$ cat src/rtl/prog_loader.sv
// prog_loader: parses framed UART byte streams into word writes to one of
// several RAM banks, checks an 8-bit frame checksum and holds the core in
// reset until a boot command arrives.
module prog_loader #(
  parameter int unsigned DATA_W      = 32,
  parameter int unsigned ADDR_W      = 14,
  parameter int unsigned NUM_BANKS   = 2,
  parameter int unsigned TIMEOUT_CYC = 100000
) (
  input  logic                 clk_i,
  input  logic                 rst_i,
  input  logic                 rx_dv_i,
  input  logic [7:0]           rx_byte_i,
  output logic                 we_o,
  output logic [NUM_BANKS-1:0] bank_o,
  output logic [ADDR_W-1:0]    addr_o,
  output logic [DATA_W-1:0]    wdata_o,
  output logic                 core_rst_o,
  output logic                 busy_o,
  output logic                 err_o,
  output logic [1:0]           err_code_o
);

  localparam int unsigned NBYTES = DATA_W / 8;
  localparam int unsigned TMO_W  = $clog2(TIMEOUT_CYC + 1);

  localparam logic [7:0] HDR      = 8'hA5;
  localparam logic [7:0] CMD_BOOT = 8'hB0;
  localparam logic [7:0] CMD_HALT = 8'hC0;

  localparam logic [1:0] ERR_NONE = 2'd0;
  localparam logic [1:0] ERR_CMD  = 2'd1;
  localparam logic [1:0] ERR_CSUM = 2'd2;
  localparam logic [1:0] ERR_TMO  = 2'd3;

  typedef enum logic [3:0] {
    StIdle, StCmd, StAddr0, StAddr1, StCnt0, StCnt1, StData, StCsum, StBooted
  } state_e;

  state_e                r_state;
  logic                  r_boot_hdr;   // header seen while booted, next byte is a command
  logic [7:0]            r_sum;
  logic [3:0]            r_bank;
  logic [15:0]           r_addr;       // full 16 bits kept, output truncates to ADDR_W
  logic [15:0]           r_cnt;
  logic [3:0]            r_bidx;
  logic [DATA_W-1:0]     r_word;
  logic [TMO_W-1:0]      r_tmo;
  logic                  r_we;
  logic [NUM_BANKS-1:0]  r_bank_oh;
  logic [ADDR_W-1:0]     r_addr_out;
  logic [DATA_W-1:0]     r_wdata;
  logic                  r_core_rst;
  logic                  r_err;
  logic [1:0]            r_err_code;

  logic                  w_in_frame;
  logic                  w_tmo_hit;
  logic                  w_is_wr_cmd;
  logic                  w_last_byte;
  logic [7:0]            w_sum_next;
  logic [DATA_W-1:0]     w_word;
  logic [NUM_BANKS-1:0]  w_bank_oh;

  assign w_in_frame  = (r_state != StIdle) && (r_state != StBooted);
  assign w_tmo_hit   = (r_tmo == TMO_W'(TIMEOUT_CYC - 1));
  assign w_is_wr_cmd = ({24'd0, rx_byte_i} < NUM_BANKS);
  assign w_last_byte = (r_bidx == 4'(NBYTES - 1));
  assign w_sum_next  = r_sum + rx_byte_i;

  // Merge the incoming payload byte into its little-endian lane of the word.
  always_comb begin
    w_word = r_word;
    for (int unsigned i = 0; i < NBYTES; i++) begin
      if (r_bidx == i[3:0]) w_word[8*i +: 8] = rx_byte_i;
    end
  end

  // Decode the latched bank index to a one-hot select.
  always_comb begin
    w_bank_oh = '0;
    for (int unsigned b = 0; b < NUM_BANKS; b++) begin
      w_bank_oh[b] = (r_bank == b[3:0]);
    end
  end

  // Frame parser FSM with registered write port, error and core-reset outputs.
  always_ff @(posedge clk_i) begin
    if (rst_i) begin
      r_state    <= StIdle;
      r_boot_hdr <= 1'b0;
      r_sum      <= '0;
      r_bank     <= '0;
      r_addr     <= '0;
      r_cnt      <= '0;
      r_bidx     <= '0;
      r_word     <= '0;
      r_tmo      <= '0;
      r_we       <= 1'b0;
      r_bank_oh  <= '0;
      r_addr_out <= '0;
      r_wdata    <= '0;
      r_core_rst <= 1'b1;
      r_err      <= 1'b0;
      r_err_code <= ERR_NONE;
    end else begin
      r_we <= 1'b0;
      if (w_in_frame && !rx_dv_i) r_tmo <= r_tmo + 1'b1;
      else                        r_tmo <= '0;

      // A byte arriving on the expiry cycle wins over the timeout.
      if (w_in_frame && !rx_dv_i && w_tmo_hit) begin
        r_err      <= 1'b1;
        r_err_code <= ERR_TMO;
        r_state    <= StIdle;
      end else if (rx_dv_i) begin
        case (r_state)
          StIdle: begin
            if (rx_byte_i == HDR) begin
              r_state    <= StCmd;
              r_sum      <= '0;
              r_err      <= 1'b0;
              r_err_code <= ERR_NONE;
            end
          end
          StCmd: begin
            r_sum <= w_sum_next;
            if (w_is_wr_cmd) begin
              r_bank  <= rx_byte_i[3:0];
              r_state <= StAddr0;
            end else if (rx_byte_i == CMD_BOOT) begin
              r_core_rst <= 1'b0;
              r_boot_hdr <= 1'b0;
              r_state    <= StBooted;
            end else if (rx_byte_i == CMD_HALT) begin
              r_core_rst <= 1'b1;
              r_state    <= StIdle;
            end else begin
              r_err      <= 1'b1;
              r_err_code <= ERR_CMD;
              r_state    <= StIdle;
            end
          end
          StAddr0: begin
            r_sum       <= w_sum_next;
            r_addr[7:0] <= rx_byte_i;
            r_state     <= StAddr1;
          end
          StAddr1: begin
            r_sum        <= w_sum_next;
            r_addr[15:8] <= rx_byte_i;
            r_state      <= StCnt0;
          end
          StCnt0: begin
            r_sum      <= w_sum_next;
            r_cnt[7:0] <= rx_byte_i;
            r_state    <= StCnt1;
          end
          StCnt1: begin
            r_sum       <= w_sum_next;
            r_cnt[15:8] <= rx_byte_i;
            r_bidx      <= '0;
            r_state     <= ({rx_byte_i, r_cnt[7:0]} == 16'd0) ? StCsum : StData;
          end
          StData: begin
            r_sum  <= w_sum_next;
            r_word <= w_word;
            if (w_last_byte) begin
              r_we       <= 1'b1;
              r_bank_oh  <= w_bank_oh;
              r_addr_out <= r_addr[ADDR_W-1:0];
              r_wdata    <= w_word;
              r_addr     <= r_addr + 16'd1;
              r_cnt      <= r_cnt - 16'd1;
              r_bidx     <= '0;
              if (r_cnt == 16'd1) r_state <= StCsum;
            end else begin
              r_bidx <= r_bidx + 4'd1;
            end
          end
          StCsum: begin
            if (w_sum_next != 8'd0) begin
              r_err      <= 1'b1;
              r_err_code <= ERR_CSUM;
            end
            r_state <= StIdle;
          end
          StBooted: begin
            // Only a halt command is honoured once the core is running.
            if (r_boot_hdr) begin
              r_boot_hdr <= 1'b0;
              if (rx_byte_i == CMD_HALT) begin
                r_core_rst <= 1'b1;
                r_state    <= StIdle;
              end
            end else if (rx_byte_i == HDR) begin
              r_boot_hdr <= 1'b1;
            end
          end
          default: r_state <= StIdle;
        endcase
      end
    end
  end

  assign we_o       = r_we;
  assign bank_o     = r_bank_oh;
  assign addr_o     = r_addr_out;
  assign wdata_o    = r_wdata;
  assign core_rst_o = r_core_rst;
  assign busy_o     = w_in_frame;
  assign err_o      = r_err;
  assign err_code_o = r_err_code;

endmodule
$ cat config.mk
export PLATFORM = sky130hd
export DESIGN_NAME = prog_loader
export DESIGN_NICKNAME = d
export VERILOG_FILES = /design/src/rtl/prog_loader.sv
export SDC_FILE = /design/constraint.sdc
export NUM_CORES = 1
export LEC_CHECK = 0
export CORE_UTILIZATION = 55
export CTS_CLUSTER_DIAMETER = 60
export DETAILED_ROUTE_END_ITERATION = 8
export PLACE_DENSITY = 0.73
export SLEW_MARGIN = 20
export SYNTH_ARGS = -nofsm -noshare
export SYNTH_HDL_FRONTEND = slang
export SYNTH_SLANG_ARGS = --single-unit
$ cat constraint.sdc
create_clock -name clk_i -period 6.4 [get_ports clk_i]
set_input_delay 1.6 -clock clk_i [delete_from_list [all_inputs] [get_ports clk_i]]
set_output_delay 1.6 -clock clk_i [all_outputs]
set_load 0.005 [all_outputs]
==> flow_summary_export.csv, run 1 <==
group,metric,value,unit
pwr,power_density,248,mW/mm²
layout,num_antenna_cells,0,
synth,synthTopCellsByCount,"145 x dfxtp_1, 127 x nor2_1, 102 x nand2_1, 60 x a21oi_1, 54 x mux2i_1",
pwr,pwr-share-comb,0.065,
pwr,sw_frac_of_total,0.242,
route,vias_per_cell,5.90,
synth,synthesis.nets,864,
job,cap_viol_max_count,0,
clocking,max-clock-path-buffers,2,
pwr,p_switching,0.000492,W
sta,fin_crit_sh,0.656,
clocking,postCtsSetupBuffers,0,
floorplan,die_w,114,µm
sta,setup_viol,0,
clocking,numClockSinks,145,
synth,synth_area_per_cell,8.29,µm²
synth,synth_edf_count,0,
worst_setup_path,end_kind,"flip-flop",
global_routing,grt_max_degree,73,
run_status,status,"completed",
layout,synthToLayoutAreaGrowth,18.3,%
min_path,hp-class,"flip-flop to flip-flop",
pwr,pwr-share-seq,0.452,
sta,final.setup_skew,0.00777,ns
sta,maxSlewHeadroom,0.373,
route,drtIter0Drc,415,
floorplan,ios,65,
clocking,cts_buffers,17,
global_routing,grt_first_pass_wirelength,28.1,mm
synth,synthDistinctLibCells,65,
global_routing,grt_overflow,0,
route,met2WireLength,8.14,mm
synth,synthCells,837,
worst_setup_path,r2r_slack,3.46,ns
global_routing,grt_pass1_vias,5938,
route,drtAntennaViolNets,0,
route,routed.top_layer,"met4",
pwr,intPower,0.00154,W
clocking,cts_tree,"done",
synth,yosysMostFrequentCell,"dfxtp_1",
synth,yosys.area.top_type,"dfxtp_1",
route,drc,0,
synth,ys.flop_type,"dfxtp_1",
pwr,p_leak,3.01,nW
placement,pre_cts_ws,1.83,ns
pwr,clkPwrFrac,0.483,
sta,rsz0062_at_grt,"false",
route,wl_per_cell,16.2,µm
clocking,cts_resized,0,
sta,tightestPinTransition,0.940,ns
route,routed_wl,17.0,mm
synth,synth_area_leaders,"dfxtp_1 42%, mux2i_1 7.8%, nor2_1 6.9%",
worst_setup_path,crit_type,"input pin to flip-flop",
sta,hold_viol,0,
sta,finalSetupTns,0,ns
sta,max_freq,0.238,GHz
synth,async_reset_ff_frac,0,
placement,hpwl,11.4,mm
clocking,worstSkewPairLatency,0.42,ns
worst_setup_path,crit_arrival,4.46,ns
synth,synth_top_area_share,0.418,
clocking,cts_root_buf,"clkbuf_16",
synth,ys_warn_count,0,
worst_setup_path,start_kind,"input pin",
global_routing,antenna_found_initial,0,
floorplan,std_cell_rows,40,
global_routing,grt_usage,0.273,
synth,synth-seq-cells,145,
sta,post-route-min-period,4.20,ns
layout,fin_nets,896,
floorplan,die_h,114,µm
floorplan,initial_core_util,0.570,
layout,drive_gt1_frac,0.0646,
clocking,hold_buffers,0,
sta,setup_ws,2.20,ns
pwr,vdd_drop_max,0.157,mV
route,routed-via-count,6199,
placement,place_congestion,0.890,
clocking,h-tree-depth,4,
floorplan,core,0.0122,mm²
synth,synth.cell_area,0.00694,mm²
min_path,worstHoldStart,"addr_o[13]$_SDFFE_PP0P_",
route,first_pass_iters,5,
route,dr_wl_met3,828,µm
worst_setup_path,crit_fanout,14,
placement,numPortBuffers,64,
synth,ys_seq_area_frac,0.418,
worst_setup_path,required,6.67,ns
worst_setup_path,reg2reg_from,"r_state[2]$_SDFFE_PP0P_",
clocking,clk_pin_slew,0.06,ns
route,wl_met1,7.74,mm
floorplan,die-area,0.0131,mm²
worst_setup_path,setup.worst_path.start,"rx_byte_i[0]",
sta,slew_violations,0,
==> area by class of cell <==
cell class,instances,area (µm²)
Fill cell,1017,3950
Multi-Input combinational cell,623,3770
Sequential cell,145,2900
Timing Repair Buffer,70,683
Clock buffer,18,439
Tap cell,168,210
Clock inverter,14,153
Inverter,12,45.0
==> worst max-delay path, stage by stage <==
cell and delay [ns]:
clkdlybuf4s50_1 0.71, ha_1 0.40, fa_1 0.42, a211oi_1 0.32
nor2_1 0.12, xor2_1 0.18, nor4b_2 0.34, a41o_1 0.27
a221oi_1 0.10
==> path summary, 6_finish.rpt <==
check | to | depth (start not counted)
worst max register to register | wdata_o[3]$_SDFFE_PP0P_ | 6
worst max-delay path | err_code_o[1]$_SDFFE_PP0P_ | 9
worst min-delay path | addr_o[13]$_SDFFE_PP0P_ | 2
worst min register to register | addr_o[13]$_SDFFE_PP0P_ | 2
==> power groups by stage <==
stage / Clock [W] / Sequential [W] / Combinational (W)
final: 0.000984 / 0.000919 / 0.000132
after global routing: 0.00104 / 0.000920 / 0.000144
after CTS: 0.000997 / 0.000919 / 0.000130
after detailed placement: 0 / 0.000939 / 0.000128
after global placement: 0 / 0.000938 / 0.000125
after floorplan: 0 / 0.000934 / 0.0000904
==> cell usage in the layout (no fill, tap or decap), types with 7 or more instances in the layout <==
cell type	Yosys	layout
inv_1	11	11
nor3_1	13	13
o31ai_1	7	7
xnor2_1	9	9
o21ai_0	37	37
buf_4	1	7
nand4_1	10	10
mux2i_1	54	54
or3_1	8	8
a211oi_1	37	37
clkdlybuf4s50_1	0	63
dfxtp_1	145	145
and2_1	11	11
xor2_1	16	16
clkbuf_16	0	17
nand3_1	20	19
nand2_1	102	102
a22oi_1	10	10
a21oi_1	60	59
ha_1	15	15
nor2_1	127	127
and3_1	11	10
==> flip-flops by register name (all words and copies together), names as in the netlist, 4 cells and up <==
name and flops:
addr_o 14, r_word 24, r_addr 14, r_sum 8, r_cnt 16, r_bank 4, r_bidx 4, r_tmo 17
r_state 4, wdata_o 32
==> layer usage <==
layer,vias up,track usage
li1,3025,-
met1,2965,0.352
met2,180,0.450
met3,29,0.0508
met4,0,0.113
met5,-,0
==> through the flow <==
step | utilization | hold slack, ns | instance area [µm²] | total power (W) | instances
3_5_place_dp | 0.625 | 0.448 | 7600 | 0.00107 | 1018
6_report | 0.675 | 0.454 | 8210 | 0.00204 | 1050
2_1_floorplan | - | 0.426 | 6940 | 0.00102 | 837
3_3_place_gp | 0.625 | 0.440 | 7600 | 0.00106 | 1018
4_1_cts | 0.674 | 0.456 | 8200 | 0.00205 | 1050
5_1_grt | 0.675 | 0.474 | 8210 | 0.00210 | 1050
==> kinds of logic (layout without fill, tap and decap cells) <==
kind of cell / after synthesis / after routing / share of synthesized area
AOI/OAI and AO/OA: 187 / 187 / 0.173
and+or+nand+nor: 341 / 341 / 0.230
muxes: 54 / 54 / 0.0779
adders and majority gates: 16 / 16 / 0.0299
xor gates and xnor gates: 25 / 25 / 0.0316
DFF: 145 / 145 / 0.418
buffers and inverters: 69 / 114 / 0.0393
No activity file was read; power rests on OpenSTA's default activity.
==> run 2, diff against run 1 <==
Clock period 6.4 ns to 4.4 ns, I/O delays scaled along.
==> run 2 against run 1 <==
Net effect:
- hold slack worse by 0.0041 ns
- clock skew is 0.0018 ns lower
- design area is 1.3% higher
- sequential power is 46% higher
- register-to-register slack worse by 1.9 ns
- global-route usage is 0.15 points higher
- combinational power is 50% higher
- critical endpoint is now busy_o
- largest cell class unchanged
==> flow_summary_export.csv, run 2 (synthesized netlist as in run 1, its figures left out) <==
group,metric,value,unit
worst_setup_path,reg2reg_from,"r_state[2]$_SDFFE_PP0P_",
clocking,cts_tree,"done",
layout,layout_common_cells,"145 x dfxtp_1, 127 x nor2_1, 102 x nand2_1",
layout,drive_gt1_frac,0.0728,
pwr,power_density,361,mW/mm²
global_routing,grt_pass1_vias,5901,
route,vias_per_cell,5.92,
pwr,pwr-share-seq,0.446,
clocking,numClockSinks,145,
route,first_pass_iters,6,
global_routing,grt_overflow,0,
route,routed.top_layer,"met4",
pwr,pwr-share-comb,0.066,
sta,maxSlewHeadroom,0.349,
worst_setup_path,reg2reg_to,"r_sum[5]$_SDFFE_PP0P_",
pwr,intPower,0.00232,W
floorplan,std_cell_rows,40,
global_routing,grt_first_pass_wirelength,28.5,mm
pwr,sw_frac_of_total,0.226,
global_routing,grt_usage,0.274,
worst_setup_path,r2r_cells,7,
min_path,hold_depth,2,
floorplan,ios,65,
job,cap_viol_max_count,0,
route,drtAntennaViolNets,0,
global_routing,antenna_found_initial,0,
sta,fin_crit_sh,0.798,
placement,hpwl,11.3,mm
worst_setup_path,end_kind,"primary output",
floorplan,initial_core_util,0.570,
placement,pre_cts_ws,0.741,ns
placement,numPortBuffers,64,
layout,largest_register_ffs,32,
route,drtIter0Drc,546,
route,wl_met1,7.82,mm
layout,synthToLayoutAreaGrowth,19.9,%
clocking,cts_root_buf,"clkbuf_16",
clocking,h-tree-depth,4,
worst_setup_path,start_kind,"flip-flop",
pwr,clkPwrFrac,0.488,
pwr,p_switching,0.000679,W
worst_setup_path,setup.worst_path.start,"r_state[2]$_SDFFE_PP0P_",
route,routed-via-count,6282,
worst_setup_path,crit_fanout,15,
sta,max_freq,0.285,GHz
floorplan,die_w,114,µm
pwr,total_power,0.00300,W
route,wl_per_cell,16.2,µm
min_path,hp-class,"flip-flop to flip-flop",
clocking,cts_buffers,17,
min_path,worstHoldStart,"bank_o[1]$_SDFFE_PP0P_",
sta,setup_viol,0,
floorplan,die-area,0.0131,mm²
clocking,clk_pin_slew,0.06,ns
worst_setup_path,r2r_slack,1.54,ns
layout,fill_cells,1008,
placement,place_congestion,0.883,
worst_setup_path,crit_type,"flip-flop to primary output",
floorplan,die_h,114,µm
sta,setup_ws,0.888,ns
sta,post-route-min-period,3.51,ns
layout,final_common_cell,"dfxtp_1",
sta,hold_viol,0,
floorplan,core,0.0122,mm²
sta,final.setup_skew,0.00596,ns
sta,rsz0062_at_grt,"false",
route,drc,0,
sta,finalSetupTns,0,ns
pwr,p_leak,3.08,nW
run_status,status,"completed",
layout,num_antenna_cells,0,
sta,slew_violations,0,
global_routing,grt_max_degree,92,
pwr,vdd_drop_max,0.240,mV
worst_setup_path,required,3.30,ns
clocking,hold_buffers,0,
clocking,cts_resized,0,
layout,fin_nets,909,
route,routed_wl,17.1,mm
clocking,max-clock-path-buffers,2,
min_path,hold_end,"bank_o[1]$_SDFFE_PP0P_",
clocking,postCtsSetupBuffers,0,
route,met2WireLength,8.08,mm
worst_setup_path,crit_arrival,2.41,ns
sta,tightestPinTransition,0.977,ns
clocking,worstSkewPairLatency,0.42,ns
route,dr_wl_met3,898,µm
[run 2: per-stage QoR]
step	utilization	area, µm²	hold WS, ns	cells
final	0.684	8320	0.450	1061
after global routing	0.684	8320	0.481	1061
after CTS	0.684	8320	0.451	1061
after detailed placement	0.634	7710	0.445	1031
after global placement	0.634	7710	0.441	1031
after floorplan	-	6940	0.426	837
[run 2: power groups by stage]
stage	Combinational [W]	Sequential (W)	Clock [W]
after floorplan	0.000132	0.00136	0
after global placement	0.000188	0.00136	0
after detailed placement	0.000194	0.00137	0
after CTS	0.000195	0.00134	0.00149
after global routing	0.000214	0.00134	0.00154
final	0.000198	0.00134	0.00147
[run 2: metal layers]
| metal | GRT usage | up-vias |
|---|---|---|
| met5 | 0 | - |
| met2 | 0.449 | 208 |
| li1 | - | 3046 |
| met1 | 0.364 | 2988 |
| met3 | 0.0461 | 40 |
| met4 | 0.101 | 0 |
[run 2: worst max-delay path: stages (launching register included)]
cell and delay (ns):
dfxtp_1 0.45, nor3_2 0.55, clkinv_1 0.44, clkdlybuf4s50_1 0.56
[run 2: area by class of cell]
cell class              count  area [µm²]  share of cell area
repair buffers             83         793              0.0954
multi-input cells         623        3760               0.452
inverters                  12        45.0             0.00542
well taps                 168         210              0.0253
flip-flops and latches    145        2900               0.349
clock inverters             9         131              0.0158
clock buffers              21         470              0.0566
[run 2: worst max path at each step]
stage | to | cells past startpoint
after floorplan | err_code_o[0]$_SDFFE_PP0P_ | 7
after global placement | err_code_o[0]$_SDFFE_PP0P_ | 8
after detailed placement | err_code_o[1]$_SDFFE_PP0P_ | 8
after CTS | busy_o | 3
after global routing | busy_o | 3
final | busy_o | 3
==> run 3, diff against run 2 <==
Settings changed: CORE_UTILIZATION 55 to 52, PLACE_DENSITY 0.73 to 0.72.
Clock period 4.4 ns to 2.8 ns, I/O delays scaled along.
==> run 3 against run 2 <==
Net effect:
- sequential cell count stayed put
- critical path type is now input pin to flip-flop
- design area is 2.6% higher
- non-clock buffer count is 21 higher
- critical endpoint is now err_code_o[0]$_SDFFE_PP0P_
- critical path depth is 3 higher
- register-to-register slack worse by 1.1 ns
- combinational power is 74% higher
- wire length is 2.4% higher
- global-route usage is 1.4 points lower
- hold slack better by 0.0043 ns
==> flow_summary_export.csv, run 3 (synthesized netlist as in run 1, its figures left out) <==
group,metric,value,unit
run_status,status,"completed",
layout,fin_nets,930,
pwr,pwr-share-comb,0.073,
pwr,power_density,554,mW/mm²
floorplan,std_cell_rows,41,
layout,layout_common_cells,"145 x dfxtp_1, 127 x nor2_1, 102 x nand2_1",
global_routing,grt_pass1_vias,6058,
worst_setup_path,max_stage_delay,0.56,ns
floorplan,initial_core_util,0.541,
job,cap_viol_max_count,0,
clocking,h-tree-depth,4,
route,wl_per_cell,16.1,µm
clocking,cts_tree,"done",
route,drtIter0Drc,607,
placement,numPortBuffers,64,
sta,tightestPinTransition,0.695,ns
worst_setup_path,crit_buf_inv,1,
worst_setup_path,cp_top_family,"simple AND/OR/NAND/NOR gates",
floorplan,core,0.0128,mm²
route,routed_wl,17.6,mm
layout,num_antenna_cells,0,
route,drc,0,
worst_setup_path,critPathSlowestCell,"or4_4",
layout,drive_gt1_frac,0.103,
worst_setup_path,reg2reg_from,"r_sum[0]$_SDFFE_PP0P_",
clocking,numClockSinks,145,
sta,final.setup_skew,0.00820,ns
global_routing,grt_usage,0.260,
pwr,total_power,0.00473,W
floorplan,die_h,117,µm
pwr,intPower,0.00365,W
route,vias_per_cell,5.81,
sta,setup_ws,0.151,ns
global_routing,grt_first_pass_wirelength,29.0,mm
worst_setup_path,crit_arrival,2.99,ns
sta,maxSlewHeadroom,0.530,
clocking,postCtsSetupBuffers,0,
worst_setup_path,end_kind,"flip-flop",
placement,dp.cells,1056,
pwr,vdd_drop_max,0.443,mV
worst_setup_path,crit_type,"input pin to flip-flop",
layout,multi_input_area,0.00382,mm²
worst_setup_path,crit_chain,"clkdlybuf4s50_1 -> fa_2 -> or4_4 -> nor4b_4 -> nand4_1 -> a221oi_2",
sta,hold_viol,0,
worst_setup_path,setup.worst_path.start,"rx_byte_i[1]",
floorplan,die-area,0.0138,mm²
clocking,cts_buffers,17,
pwr,clkPwrFrac,0.483,
layout,fill_cells,1037,
clocking,hold_buffers,0,
global_routing,grt_overflow,0,
placement,pre_cts_ws,-0.546,ns
route,first_pass_iters,4,
sta,slew_violations,0,
placement,hpwl,11.8,mm
floorplan,die_w,117,µm
pwr,sw_frac_of_total,0.229,
worst_setup_path,crit_fanout,2,
pwr,p_leak,3.21,nW
clocking,worstSkewPairLatency,0.42,ns
layout,final_common_cell,"dfxtp_1",
sta,rsz0062_at_grt,"false",
sta,post-route-min-period,2.65,ns
sta,setup_viol,0,
clocking,max-clock-path-buffers,2,
layout,seq_area,0.00290,mm²
layout,post_layout_nonfiller_instances,1088,
global_routing,grt_max_degree,73,
placement,place_congestion,0.906,
clocking,clk_pin_slew,0.06,ns
min_path,worstHoldStart,"bank_o[0]$_SDFFE_PP0P_",
route,routed-via-count,6321,
global_routing,antenna_found_initial,0,
clocking,cts_root_buf,"clkbuf_16",
worst_setup_path,required,3.14,ns
sta,fin_crit_sh,0.946,
floorplan,ios,65,
pwr,pwr-share-seq,0.444,
layout,largest_register_ffs,32,
sta,max_freq,0.378,GHz
layout,synthToLayoutAreaGrowth,23.0,%
worst_setup_path,start_kind,"input pin",
route,drtAntennaViolNets,0,
min_path,hp-class,"flip-flop to flip-flop",
pwr,p_switching,0.00108,W
==> run 3: cell count changes in the layout (fill, tap and decap cells not counted), sizes merged <==
cell           delta
clkinv            +5
clkinvlp          -2
dlymetal6s2s      +1
inv               -1
clkdlybuf4s50     -1
buf              +21
==> run 3: area by class of cell <==
class | count | area share
Tap cell | 172 | 0.0252
Timing Repair Buffer | 104 | 0.112
Multi-Input combinational cell | 623 | 0.447
Sequential cell | 145 | 0.340
Clock inverter | 11 | 0.0160
Clock buffer | 21 | 0.0540
Inverter | 12 | 0.00528
==> run 3: worst min-delay path: stages (launching register included) <==
cell and delay, ns:
dfxtp_1 0.31, nand2_1 0.05, a21oi_1 0.05
==> run 3: path summary, 6_finish.rpt <==
kind / cells after the start / end / slack (ns)
setup / recovery: 6 / err_code_o[0]$_SDFFE_PP0P_ / 0.15
hold reg to reg: 2 / bank_o[0]$_SDFFE_PP0P_ / 0.45
hold / removal: 2 / bank_o[0]$_SDFFE_PP0P_ / 0.45
setup reg to reg: 6 / err_code_o[0]$_SDFFE_PP0P_ / 0.42
==> run 3: power by group through the flow <==
stage	registers, W	clock network [W]	logic [W]
3_5_place_dp	0.00214	0	0.000329
6_report	0.00210	0.00228	0.000344
3_3_place_gp	0.00214	0	0.000319
4_1_cts	0.00210	0.00232	0.000335
2_1_floorplan	0.00214	0	0.000207
5_1_grt	0.00210	0.00242	0.000372
==> run 3: metal layers <==
layer	up-vias	routed length, µm	GRT usage
li1	3088	-	-
met5	-	0	0
met2	195	8500	0.428
met4	0	359	0.107
met1	3009	7790	0.326
met3	29	913	0.0635
==> run 3: metrics by stage <==
stage / TNS [ns] / utilization / cell area [µm²] / hold WS, ns
floorplan: 0 / - / 6940 / 0.426
detailed placement: -2.82 / 0.614 / 7880 / 0.450
global route: 0 / 0.665 / 8530 / 0.470
CTS: 0 / 0.662 / 8490 / 0.459
finish: 0 / 0.665 / 8530 / 0.455
global placement: -1.82 / 0.614 / 7880 / 0.439
==> run 3: timing repair <==
item / in CTS / in global routing
endpoints found under the hold margin: 0 / 0
pin swaps: 2 / 5
endpoints found under the setup margin: 3 / 5
resized for setup: 4 / 7
